[config.mk]
export PLATFORM = sky130hd
export DESIGN_NAME = register_transfer_sequencer_flat
export DESIGN_NICKNAME = d
export VERILOG_FILES = /design/src/rtl/cpup_reg_pkg.sv /design/src/rtl/register_transfer_sequencer_if.sv /design/src/rtl/rr_arbiter2.sv /design/src/rtl/register_transfer_sequencer.sv /design/src/flat_wrapper.sv
export SDC_FILE = /design/constraint.sdc
export NUM_CORES = 1
export LEC_CHECK = 0
export BUFFER_PORTS_ARGS = -buffer_cell sky130_fd_sc_hd__buf_2
export CORE_AREA = 2 2 73 75
export CTS_CLUSTER_DIAMETER = 150
export DETAILED_ROUTE_END_ITERATION = 7
export DIE_AREA = 0 0 75 77
export PLACE_DENSITY_LB_ADDON = 0.3
export SETUP_SLACK_MARGIN = 0.5
export SYNTH_ARGS = -nofsm -noshare
export SYNTH_HDL_FRONTEND = slang
export SYNTH_SLANG_ARGS = --single-unit
[constraint.sdc]
create_clock -name clock_in -period 2.7 [get_ports clock_in]
set_clock_uncertainty 0.2 [all_clocks]
set_input_delay 0.54 -clock clock_in [delete_from_list [all_inputs] [get_ports clock_in]]
set_output_delay 0.54 -clock clock_in [all_outputs]
set_load 0.05 [all_outputs]
[src/rtl/cpup_reg_pkg.sv]
// cpup_reg_pkg: register codes, control-bus field bases, sequencer states and bus-field helpers
package cpup_reg_pkg;
  localparam int REG_A = 0, REG_B = 1, REG_C = 2, REG_P = 3, REG_S = 4, REG_ST = 5;
  localparam int REG_EXT = 6, REG_ILLEGAL = 7;
  localparam int LD_BASE = 0, OE_BASE = 6;
  typedef enum logic [1:0] {IDLE, DRIVE, LOAD, TURN} state_t;
  function automatic logic [11:0] oe_bits(input logic [2:0] src);
    return src <= 3'(REG_ST) ? 12'(1) << (OE_BASE + int'(src)) : 12'd0;
  endfunction
  function automatic logic [11:0] ld_bits(input logic [5:0] dst);
    return 12'(dst) << LD_BASE;
  endfunction
endpackage

[src/rtl/register_transfer_sequencer_if.sv]
// register_transfer_sequencer_if: two requester channels plus register control bus and status
interface register_transfer_sequencer_if;
  logic req0_valid, req1_valid;
  logic [2:0] req0_src, req1_src;
  logic [5:0] req0_dst, req1_dst;
  logic req0_ready, req1_ready;
  logic [11:0] Register_Control_Bus;
  logic busy, done, done_id, err;
  modport master(
    output req0_valid, req1_valid, req0_src, req1_src, req0_dst, req1_dst,
    input req0_ready, req1_ready, Register_Control_Bus, busy, done, done_id, err
  );
  modport slave(
    input req0_valid, req1_valid, req0_src, req1_src, req0_dst, req1_dst,
    output req0_ready, req1_ready, Register_Control_Bus, busy, done, done_id, err
  );
endinterface

[src/rtl/rr_arbiter2.sv]
// rr_arbiter2: two-way round-robin; pointer moves past whoever was granted when accept fires
module rr_arbiter2 (
  input  logic       clk,
  input  logic       rst,
  input  logic [1:0] valid,
  input  logic       accept,
  output logic [1:0] grant,
  output logic       ptr
);
  logic [1:0] grant_q;
  logic ptr_n;
  // an accepted ready always equals the grant issued on the previous edge
  always_comb ptr_n = accept ? grant_q[0] : ptr;
  always_comb grant = &valid ? (ptr_n ? 2'b10 : 2'b01) : valid;
  always_ff @(posedge clk) begin
    ptr <= rst ? 1'b0 : ptr_n;
    grant_q <= rst ? 2'b00 : grant;
  end
endmodule

[src/rtl/register_transfer_sequencer.sv]
// register_transfer_sequencer: arbitrates two requesters and sequences DRIVE/LOAD/TURN on the register control bus
module register_transfer_sequencer
  import cpup_reg_pkg::*;
(
  input logic clock_in,
  input logic reset_in,
  register_transfer_sequencer_if.slave io
);
  state_t state, nstate;
  logic [1:0] valid, ready, hit, grant, ready_n;
  logic [2:0] src_q, a_src;
  logic [5:0] dst_q, a_dst;
  logic [11:0] bus_n;
  logic ptr, acc, illegal, busy_n, done_n, err_n;
  assign valid = {io.req1_valid, io.req0_valid};
  assign ready = {io.req1_ready, io.req0_ready};
  assign hit = valid & ready;
  assign acc = |hit;
  assign a_src = hit[1] ? io.req1_src : io.req0_src;
  assign a_dst = hit[1] ? io.req1_dst : io.req0_dst;
  assign illegal = a_src == 3'(REG_ILLEGAL) || a_dst == 6'd0;
  // ptr holds the inverse of the in-flight requester, so it doubles as the latched id
  rr_arbiter2 u_arb (
    .clk(clock_in), .rst(reset_in), .valid(valid), .accept(acc), .grant(grant), .ptr(ptr)
  );
  always_ff @(posedge clock_in) begin
    state <= reset_in ? IDLE : nstate;
    if (acc) begin
      src_q <= a_src;
      dst_q <= a_dst;
    end
  end
  always_comb
    nstate = state == IDLE ? (acc && !illegal ? DRIVE : IDLE) :
             state == DRIVE ? LOAD : state == LOAD ? TURN : IDLE;
  always_comb begin
    bus_n = nstate == DRIVE ? oe_bits(a_src) :
            nstate == LOAD ? oe_bits(src_q) | ld_bits(dst_q) : 12'd0;
    busy_n = nstate != IDLE;
    done_n = nstate == TURN;
    err_n = acc && illegal;
    ready_n = nstate == IDLE ? grant : 2'b00;
  end
  always_ff @(posedge clock_in) begin
    if (reset_in) begin
      io.Register_Control_Bus <= '0;
      io.busy <= 1'b0;
      io.done <= 1'b0;
      io.done_id <= 1'b0;
      io.err <= 1'b0;
      io.req0_ready <= 1'b0;
      io.req1_ready <= 1'b0;
    end else begin
      io.Register_Control_Bus <= bus_n;
      io.busy <= busy_n;
      io.done <= done_n;
      io.done_id <= ~ptr;
      io.err <= err_n;
      {io.req1_ready, io.req0_ready} <= ready_n;
    end
  end
endmodule

[src/flat_wrapper.sv]
// flat-port wrapper written by rule: the top's interface ports become plain ports
module register_transfer_sequencer_flat import cpup_reg_pkg::*;
  (clock_in, reset_in, io_req0_valid, io_req1_valid, io_req0_src, io_req1_src, io_req0_dst, io_req1_dst, io_req0_ready, io_req1_ready, io_Register_Control_Bus, io_busy, io_done, io_done_id, io_err);
  register_transfer_sequencer_if io_i ();
  input logic clock_in;
  input logic reset_in;
  input wire logic [$bits(io_i.req0_valid)-1:0] io_req0_valid;
  input wire logic [$bits(io_i.req1_valid)-1:0] io_req1_valid;
  input wire logic [$bits(io_i.req0_src)-1:0] io_req0_src;
  input wire logic [$bits(io_i.req1_src)-1:0] io_req1_src;
  input wire logic [$bits(io_i.req0_dst)-1:0] io_req0_dst;
  input wire logic [$bits(io_i.req1_dst)-1:0] io_req1_dst;
  output wire logic [$bits(io_i.req0_ready)-1:0] io_req0_ready;
  output wire logic [$bits(io_i.req1_ready)-1:0] io_req1_ready;
  output wire logic [$bits(io_i.Register_Control_Bus)-1:0] io_Register_Control_Bus;
  output wire logic [$bits(io_i.busy)-1:0] io_busy;
  output wire logic [$bits(io_i.done)-1:0] io_done;
  output wire logic [$bits(io_i.done_id)-1:0] io_done_id;
  output wire logic [$bits(io_i.err)-1:0] io_err;
  assign io_i.req0_valid = io_req0_valid;
  assign io_i.req1_valid = io_req1_valid;
  assign io_i.req0_src = io_req0_src;
  assign io_i.req1_src = io_req1_src;
  assign io_i.req0_dst = io_req0_dst;
  assign io_i.req1_dst = io_req1_dst;
  assign io_req0_ready = io_i.req0_ready;
  assign io_req1_ready = io_i.req1_ready;
  assign io_Register_Control_Bus = io_i.Register_Control_Bus;
  assign io_busy = io_i.busy;
  assign io_done = io_i.done;
  assign io_done_id = io_i.done_id;
  assign io_err = io_i.err;
  register_transfer_sequencer u_core (.clock_in(clock_in), .reset_in(reset_in), .io(io_i));
endmodule
# Word-level counts from Yosys, hierarchy flattened

Cells that the tools add are included.

Register bits: 31
Latch bits: 0
RAM bits: 0
Memory bits (read-only): 0
Input port bits: 22
Memories: 0

Add/sub/neg operators: 2
Multipliers: 0
Div/mod/pow operators: 0
Order comparisons: 2
Equal/unequal tests: 6
Shift operators: 2
Multiplexer cells: 13
Bitwise operators: 4
Reductions and logical operators: 11

Operators with widths:

| kind                                                                   | number |
|---|---|
| 1-bit by 32-bit left shift with 12-bit output (first input constant)   | 2 |
| 12-bit two-way mux                                                     | 4 |
| 12-bit by 6-bit bitwise OR with 12-bit output                          | 1 |
| 2-bit two-way mux                                                      | 5 |
| 3-bit by 3-bit adder with 4-bit output (first input constant)          | 2 |
| 2-bit equality test (second input constant)                            | 3 |
| 3-bit less-or-equal comparator (second input constant)                 | 2 |
| 6-bit logical NOT                                                      | 1 |
| 6-bit two-way mux                                                      | 1 |
| 2-bit by 1-bit equality test with 1-bit output (second input constant) | 2 |
| 2-bit logical NOT                                                      | 2 |
| 2-bit OR reduction                                                     | 2 |
| 3-bit equality test (second input constant)                            | 1 |
| 3-bit two-way mux                                                      | 1 |
| 2-bit AND                                                              | 1 |
| 1-bit logical AND                                                      | 2 |
| 1-bit two-way mux                                                      | 2 |
| 1-bit NOT                                                              | 2 |
| 2-bit AND reduction                                                    | 1 |
| 2-bit nonzero test                                                     | 1 |
| 1-bit logical NOT                                                      | 1 |
| 1-bit logical OR                                                       | 1 |

# Logic depth before layout (Yosys ltp)

Depth in word-level cells: 11
Mapped depth: 11
Mapped depth without buffers: 9

# Modules after synthesis

A second synthesis with hierarchy kept.

Cell total of the unflattened synthesis: 169
Area total of the unflattened synthesis: 1679.1 sq um

Modules (own cells, without submodules):

| module                      | times used | cells each | area each (sq um) | sequential area each (sq um) |
|---|---|---|---|---|
| register_transfer_sequencer | 1          | 160        | 1576.5            | 670.6 |
| rr_arbiter2                 | 1          | 9          | 102.6             | 40.0 |

# Worst setup path before layout

Ideal clock, no wire load.

Path type: register to register
Start point: register u_core.io.req1_ready
End point: register u_core.io.Register_Control_Bus[5]
Library setup time: 0.123 ns
Arrival time: 2.342 ns
Data required time: 2.377 ns
Setup slack: 0.035 ns
Stages on the path, launching flop included: 11
Buffers on the path: 2
Path through: dfxtp_1 buf_6 and2_1 clkbuf_2 mux2_2 inv_1 ha_1 o21a_1 o22ai_2 and3b_1 mux2_1

Cells in the longest elaborated chain, start to end: 11

RTL lines:

| what                     | RTL line                             | RTL |
|---|---|---|
| start: declaration       | register_transfer_sequencer_if.sv:15 | `output req0_ready, req1_ready, Register_Control_Bus, busy, done, done_id, err` |
| start signal: assignment | register_transfer_sequencer.sv:59    | `{io.req1_ready, io.req0_ready} <= ready_n;` |
| 2-bit AND *              | register_transfer_sequencer.sv:17    | `assign hit = valid & ready;` |
| 3-bit two-way mux *      | register_transfer_sequencer.sv:19    | `assign a_src = hit[1] ? io.req1_src : io.req0_src;` |
| net u_core.a_src[1]      | register_transfer_sequencer.sv:11    | `logic [2:0] src_q, a_src;` |
| 3-bit equality test      | register_transfer_sequencer.sv:21    | `assign illegal = a_src == 3'(REG_ILLEGAL) \|\| a_dst == 6'd0;` |
| 1-bit logical OR         | register_transfer_sequencer.sv:21    |  |
| 1-bit logical NOT        | register_transfer_sequencer.sv:34    | `nstate = state == IDLE ? (acc && !illegal ? DRIVE : IDLE) :` |
| 1-bit logical AND        | register_transfer_sequencer.sv:34    |  |
| 1-bit two-way mux        | register_transfer_sequencer.sv:34    |  |
| 2-bit two-way mux        | register_transfer_sequencer.sv:34    |  |
| 2-bit equality test      | register_transfer_sequencer.sv:38    | `nstate == LOAD ? oe_bits(src_q) \| ld_bits(dst_q) : 12'd0;` |
| 12-bit two-way mux       | register_transfer_sequencer.sv:38    |  |
| 12-bit two-way mux *     | register_transfer_sequencer.sv:37    | `bus_n = nstate == DRIVE ? oe_bits(a_src) :` |
| end signal: assignment   | register_transfer_sequencer.sv:54    | `io.Register_Control_Bus <= bus_n;` |
| end: declaration         | register_transfer_sequencer_if.sv:15 |  |

The timed path passes the listed nets; every way through them passes the cells marked *.
A chain may end at the register's enable or synchronous reset.

# Final worst setup path

Start point: input port io_req1_dst[1]
End point: register u_core.io.Register_Control_Bus[3]

Cells in the longest elaborated chain, start to end: 10

RTL lines:

| what                 | RTL line                          | RTL |
|---|---|---|
| start: declaration   | flat_wrapper.sv:12                | `input wire logic [$bits(io_i.req1_dst)-1:0] io_req1_dst;` |
| 6-bit two-way mux *  | register_transfer_sequencer.sv:20 | `assign a_dst = hit[1] ? io.req1_dst : io.req0_dst;` |
| 6-bit logical NOT *  | register_transfer_sequencer.sv:21 |  |
| 1-bit logical OR *   | register_transfer_sequencer.sv:21 |  |
| 1-bit logical NOT *  | register_transfer_sequencer.sv:34 |  |
| 1-bit logical AND *  | register_transfer_sequencer.sv:34 |  |
| 1-bit two-way mux *  | register_transfer_sequencer.sv:34 |  |
| 2-bit two-way mux *  | register_transfer_sequencer.sv:34 |  |
| 2-bit equality test  | register_transfer_sequencer.sv:38 |  |
| 12-bit two-way mux   | register_transfer_sequencer.sv:38 |  |
| 12-bit two-way mux * | register_transfer_sequencer.sv:37 |  |

Mark *: on every way between the ends. The rest lies on a longest branch, timed or not.

==> flow_summary.ini <==
[run_status]
status = finished clean

[pwr]
p_total_mw = 1.19
max-vdd-ir-drop_mv = 0.383
cellPowerDensity_nw_per_um2 = 517
total_leakage_power_nw = 1.02

[sta]
maximum_achievable_frequency_ghz = 0.459
worst_hold_slack_after_final_layout_ns = 0.224
grt_setup_unrepaired = yes
timing.setup.tns_ns = 0
fin_crit_sh = 0.807
slew_limit_fails = 0
finalWorstPathRequiredPeriod_ns = 2.18
final-setup-viol-count = 0
slack_of_the_critical_path_ns = 0.522
timing.max_slew.rel_slack = 0.676
hold_viol = 0
timing_worst_slew_pin_value_ns = 0.483

[route]
met1Wirelength_um = 1870
drcViolationCount = 0
vias_per_cell = 4.82
detailroute.via_count = 1423
met3_length_um = 187
routed_wl_um = 3940
route.top_layer_used = met4
detail-route-antenna-nets = 0
wl_met2_um = 1810
wire_per_inst_um = 13.4
detailedRoute.firstIterationViolations = 72
drt_pass1_iterations = 4

[synthesis]
syn-instance-count = 170
synth_area_leader_cell = sky130_fd_sc_hd__dfxtp_1
yosys.cell_types.count = 47
synth_edf_count = 9
synth_flop_cell = sky130_fd_sc_hd__dfxtp_1
post_synth_main_area_contributors = sky130_fd_sc_hd__dfxtp_1, sky130_fd_sc_hd__edfxtp_1, sky130_fd_sc_hd__mux2i_1, sky130_fd_sc_hd__ha_1, sky130_fd_sc_hd__mux2_2
synth.ff_latch_count = 31
async_reset_ff_frac = 0
synth-seq-area-share = 0.410
synthesis.area_per_instance_sq_um = 10.2
synth.net_count = 201
synth.top_cell.area_share = 0.254
post_synth_instance_area_sq_um = 1730
synth-warning-count = 0

[critical_path]
worst_ep_required_time_ns = 2.71
critical_path.max_fanout = 5
r2r_setup_slack_ns = 0.56
crit_path_cell_trace = buf_6 > or4_4 > nor4_4 > a221oi_4 > a32oi_4 > clkbuf_16 > mux2i_1
worst-r2r-cell-count = 6
reg2reg_to = u_core.io.Register_Control_Bus[5]$_SDFF_PP0_
critPathKind = in -> reg
end_kind = register
start_kind = primary input
worst_path_largest_cell_delay_ns = 0.54
launch_instance_of_the_worst_register_to_register_path = u_core.src_q[1]$_DFFE_PN_
slowest_stage = sky130_fd_sc_hd__or4_4
crit_arrival_ns = 2.18

[placement]
place_hpwl_um = 2900
numPlacedInstances = 277
place_congestion = 0.809
place_ws_ns = 0.144
port-buffer-count = 39

[clocking]
cts.sinks = 31
clock-root-buffer = sky130_fd_sc_hd__clkbuf_8
clk_pin_slew_worst_paths_ns = 0.06
cts-root-to-sink-buffers = 2
clock_tree.htree_level_count = 2
cts_made_buffers = 5
cts_tree = done
clk_latency_ns = 0.28

[floorplanning]
die_y_um = 77
die-area_sq_um = 5780
die_w_um = 75
number_of_placed_i_o_pins = 40
placementRows = 26
initial_utilization = 0.348
core_sq_um = 4980

[hold_path]
min-delay-path-class = reg -> reg
timing.hold.worst_path_depth = 1
min_delay_worst_endpoint = u_core.io.done_id$_SDFF_PP0_
hold_start = u_core.u_arb.ptr$_SDFF_PP0_

[global_route]
initial_antenna_violation_count = 0
maximum_number_of_pins_on_one_net_before_global_route_repair = 14
via_count_of_the_first_global_routing_pass = 1270
globalRoute.totalOverflow = 0
gr-usage-all-layers = 0.135
grt_pass1_wl_um = 5810

[layout]
post_route_cells_drive_above_1_share = 0.382
final_cells = 295
diodes = 0
syn_to_final_growth_pct = 32.4
filler_cell_count = 488
nets_final = 255

[job]
number_of_maximum_capacitance_constraint_violations = 0
==> kinds of logic (layout without fill, tap and decap cells) <==
logic type                 Yosys count  count (layout)  synth area share
AOI/OAI and AO/OA                   24              25             0.115
adders and majority gates            9               9            0.0650
buffers and inverters               17              71            0.0513
DFF                                 31              31             0.410
muxes                               21              21             0.134
and+or+nand+nor                     68              68             0.225
==> state kept, by name, summed over array words and instances, names as in the netlist <==
register	flops
u_core.dst_q	6
u_core.io.Register_Control_Bus	12
u_core.io.busy	1
u_core.io.done	1
u_core.io.done_id	1
u_core.io.err	1
u_core.io.req0_ready	1
u_core.io.req1_ready	1
u_core.src_q	3
u_core.state	2
u_core.u_arb.grant_q	1
u_core.u_arb.ptr	1
==> repair_timing <==
item / CTS / global route
hold buffers: 0 / 0
endpoints found under the setup margin: 6 / 12
pin swaps: 0 / 4
gates cloned: 0 / 2
buffers inserted: 0 / 8
gates resized for setup: 1 / 11
endpoints found under the hold margin: 0 / 0
==> metrics by stage <==
stage / area, sq um / util
after global routing: 2290 / 0.461
after CTS: 2150 / 0.433
after detailed placement: 2040 / 0.411
final: 2290 / 0.461
after global placement: 2040 / 0.411
after floorplan: 1800 / -
==> final cells by class <==
type	instances	area (sq um)	area share
multi-input combinational	123	1010	0.441
sequential	31	714	0.311
timing repair buffer	52	330	0.144
tap	70	87.6	0.0382
clock buffer	5	68.8	0.0300
inverter	11	43.8	0.0191
clock inverter	3	38.8	0.0169
==> worst max-delay path, delay by kind of cell <==
kind	cells	cell delay, ns
mux	1	0.18
simple gates	2	0.74
buf+inv	2	0.31
compound gates	2	0.40
==> cell usage in the layout, fill, tap and decap left out, types with 2 or more instances in the layout <==
cell type / n
sky130_fd_sc_hd__buf_4: 11
sky130_fd_sc_hd__nor2_1: 14
sky130_fd_sc_hd__edfxtp_1: 9
sky130_fd_sc_hd__a31oi_1: 2
sky130_fd_sc_hd__ha_4: 2
sky130_fd_sc_hd__mux2_2: 6
sky130_fd_sc_hd__ha_1: 6
sky130_fd_sc_hd__and3b_1: 2
sky130_fd_sc_hd__o21ai_1: 2
sky130_fd_sc_hd__nand3b_1: 4
sky130_fd_sc_hd__nand2_1: 14
sky130_fd_sc_hd__mux2_4: 2
sky130_fd_sc_hd__nand3_1: 5
sky130_fd_sc_hd__dfxtp_1: 21
sky130_fd_sc_hd__mux2i_1: 12
sky130_fd_sc_hd__a21oi_1: 4
sky130_fd_sc_hd__o21ai_0: 6
sky130_fd_sc_hd__buf_2: 37
sky130_fd_sc_hd__clkbuf_8: 5
sky130_fd_sc_hd__nand4_1: 3
sky130_fd_sc_hd__nor2b_1: 5
sky130_fd_sc_hd__inv_1: 8
sky130_fd_sc_hd__inv_2: 2
sky130_fd_sc_hd__nor4_1: 5
sky130_fd_sc_hd__buf_6: 2
sky130_fd_sc_hd__a211oi_1: 2
sky130_fd_sc_hd__and3_1: 4
==> cell usage after synthesis, types with 2 or more instances <==
library cell                n
sky130_fd_sc_hd__inv_1     10
sky130_fd_sc_hd__dfxtp_1   22
sky130_fd_sc_hd__a31oi_1    2
sky130_fd_sc_hd__and3_1     4
sky130_fd_sc_hd__nand3_1    5
sky130_fd_sc_hd__mux2i_1   12
sky130_fd_sc_hd__nor4_1     5
sky130_fd_sc_hd__edfxtp_1   9
sky130_fd_sc_hd__a21oi_1    4
sky130_fd_sc_hd__nand3b_1   4
sky130_fd_sc_hd__nand2_1   14
sky130_fd_sc_hd__nor2b_1    5
sky130_fd_sc_hd__a211oi_1   2
sky130_fd_sc_hd__nor2_1    14
sky130_fd_sc_hd__o21ai_0    7
sky130_fd_sc_hd__and3b_1    2
sky130_fd_sc_hd__buf_6      3
sky130_fd_sc_hd__nand4_1    3
sky130_fd_sc_hd__mux2_2     7
sky130_fd_sc_hd__ha_1       9
==> routing by layer <==
layer / GRT usage / up-vias
met4: 0.0554 / 0
met3: 0.0407 / 10
met2: 0.204 / 40
met1: 0.176 / 648
met5: 0 / -
li1: - / 725
==> worst max-delay path by stage <==
| stage | startpoint | end | slack, ns |
|---|---|---|---|
| after floorplan | io_req1_valid | u_core.io.Register_Control_Bus[5]$_SDFF_PP0_ | 0.28 |
| after detailed placement | io_req1_valid | u_core.io.Register_Control_Bus[5]$_SDFF_PP0_ | 0.14 |
| after global placement | io_req1_valid | u_core.io.Register_Control_Bus[5]$_SDFF_PP0_ | 0.17 |
| after CTS | io_req1_dst[1] | u_core.io.Register_Control_Bus[0]$_SDFF_PP0_ | 0.51 |
| final | io_req1_dst[1] | u_core.io.Register_Control_Bus[3]$_SDFF_PP0_ | 0.52 |
| after global routing | io_req1_dst[1] | u_core.io.Register_Control_Bus[6]$_SDFF_PP0_ | 0.46 |
==> power breakdown <==
| group | switching (mW) | leakage [nW] | internal [mW] |
|---|---|---|---|
| combinational | 0.136 | 0.701 | 0.0998 |
| sequential | 0.0127 | 0.262 | 0.500 |
| clock | 0.169 | 0.0556 | 0.270 |
No activity file was read; power rests on OpenSTA's default activity.
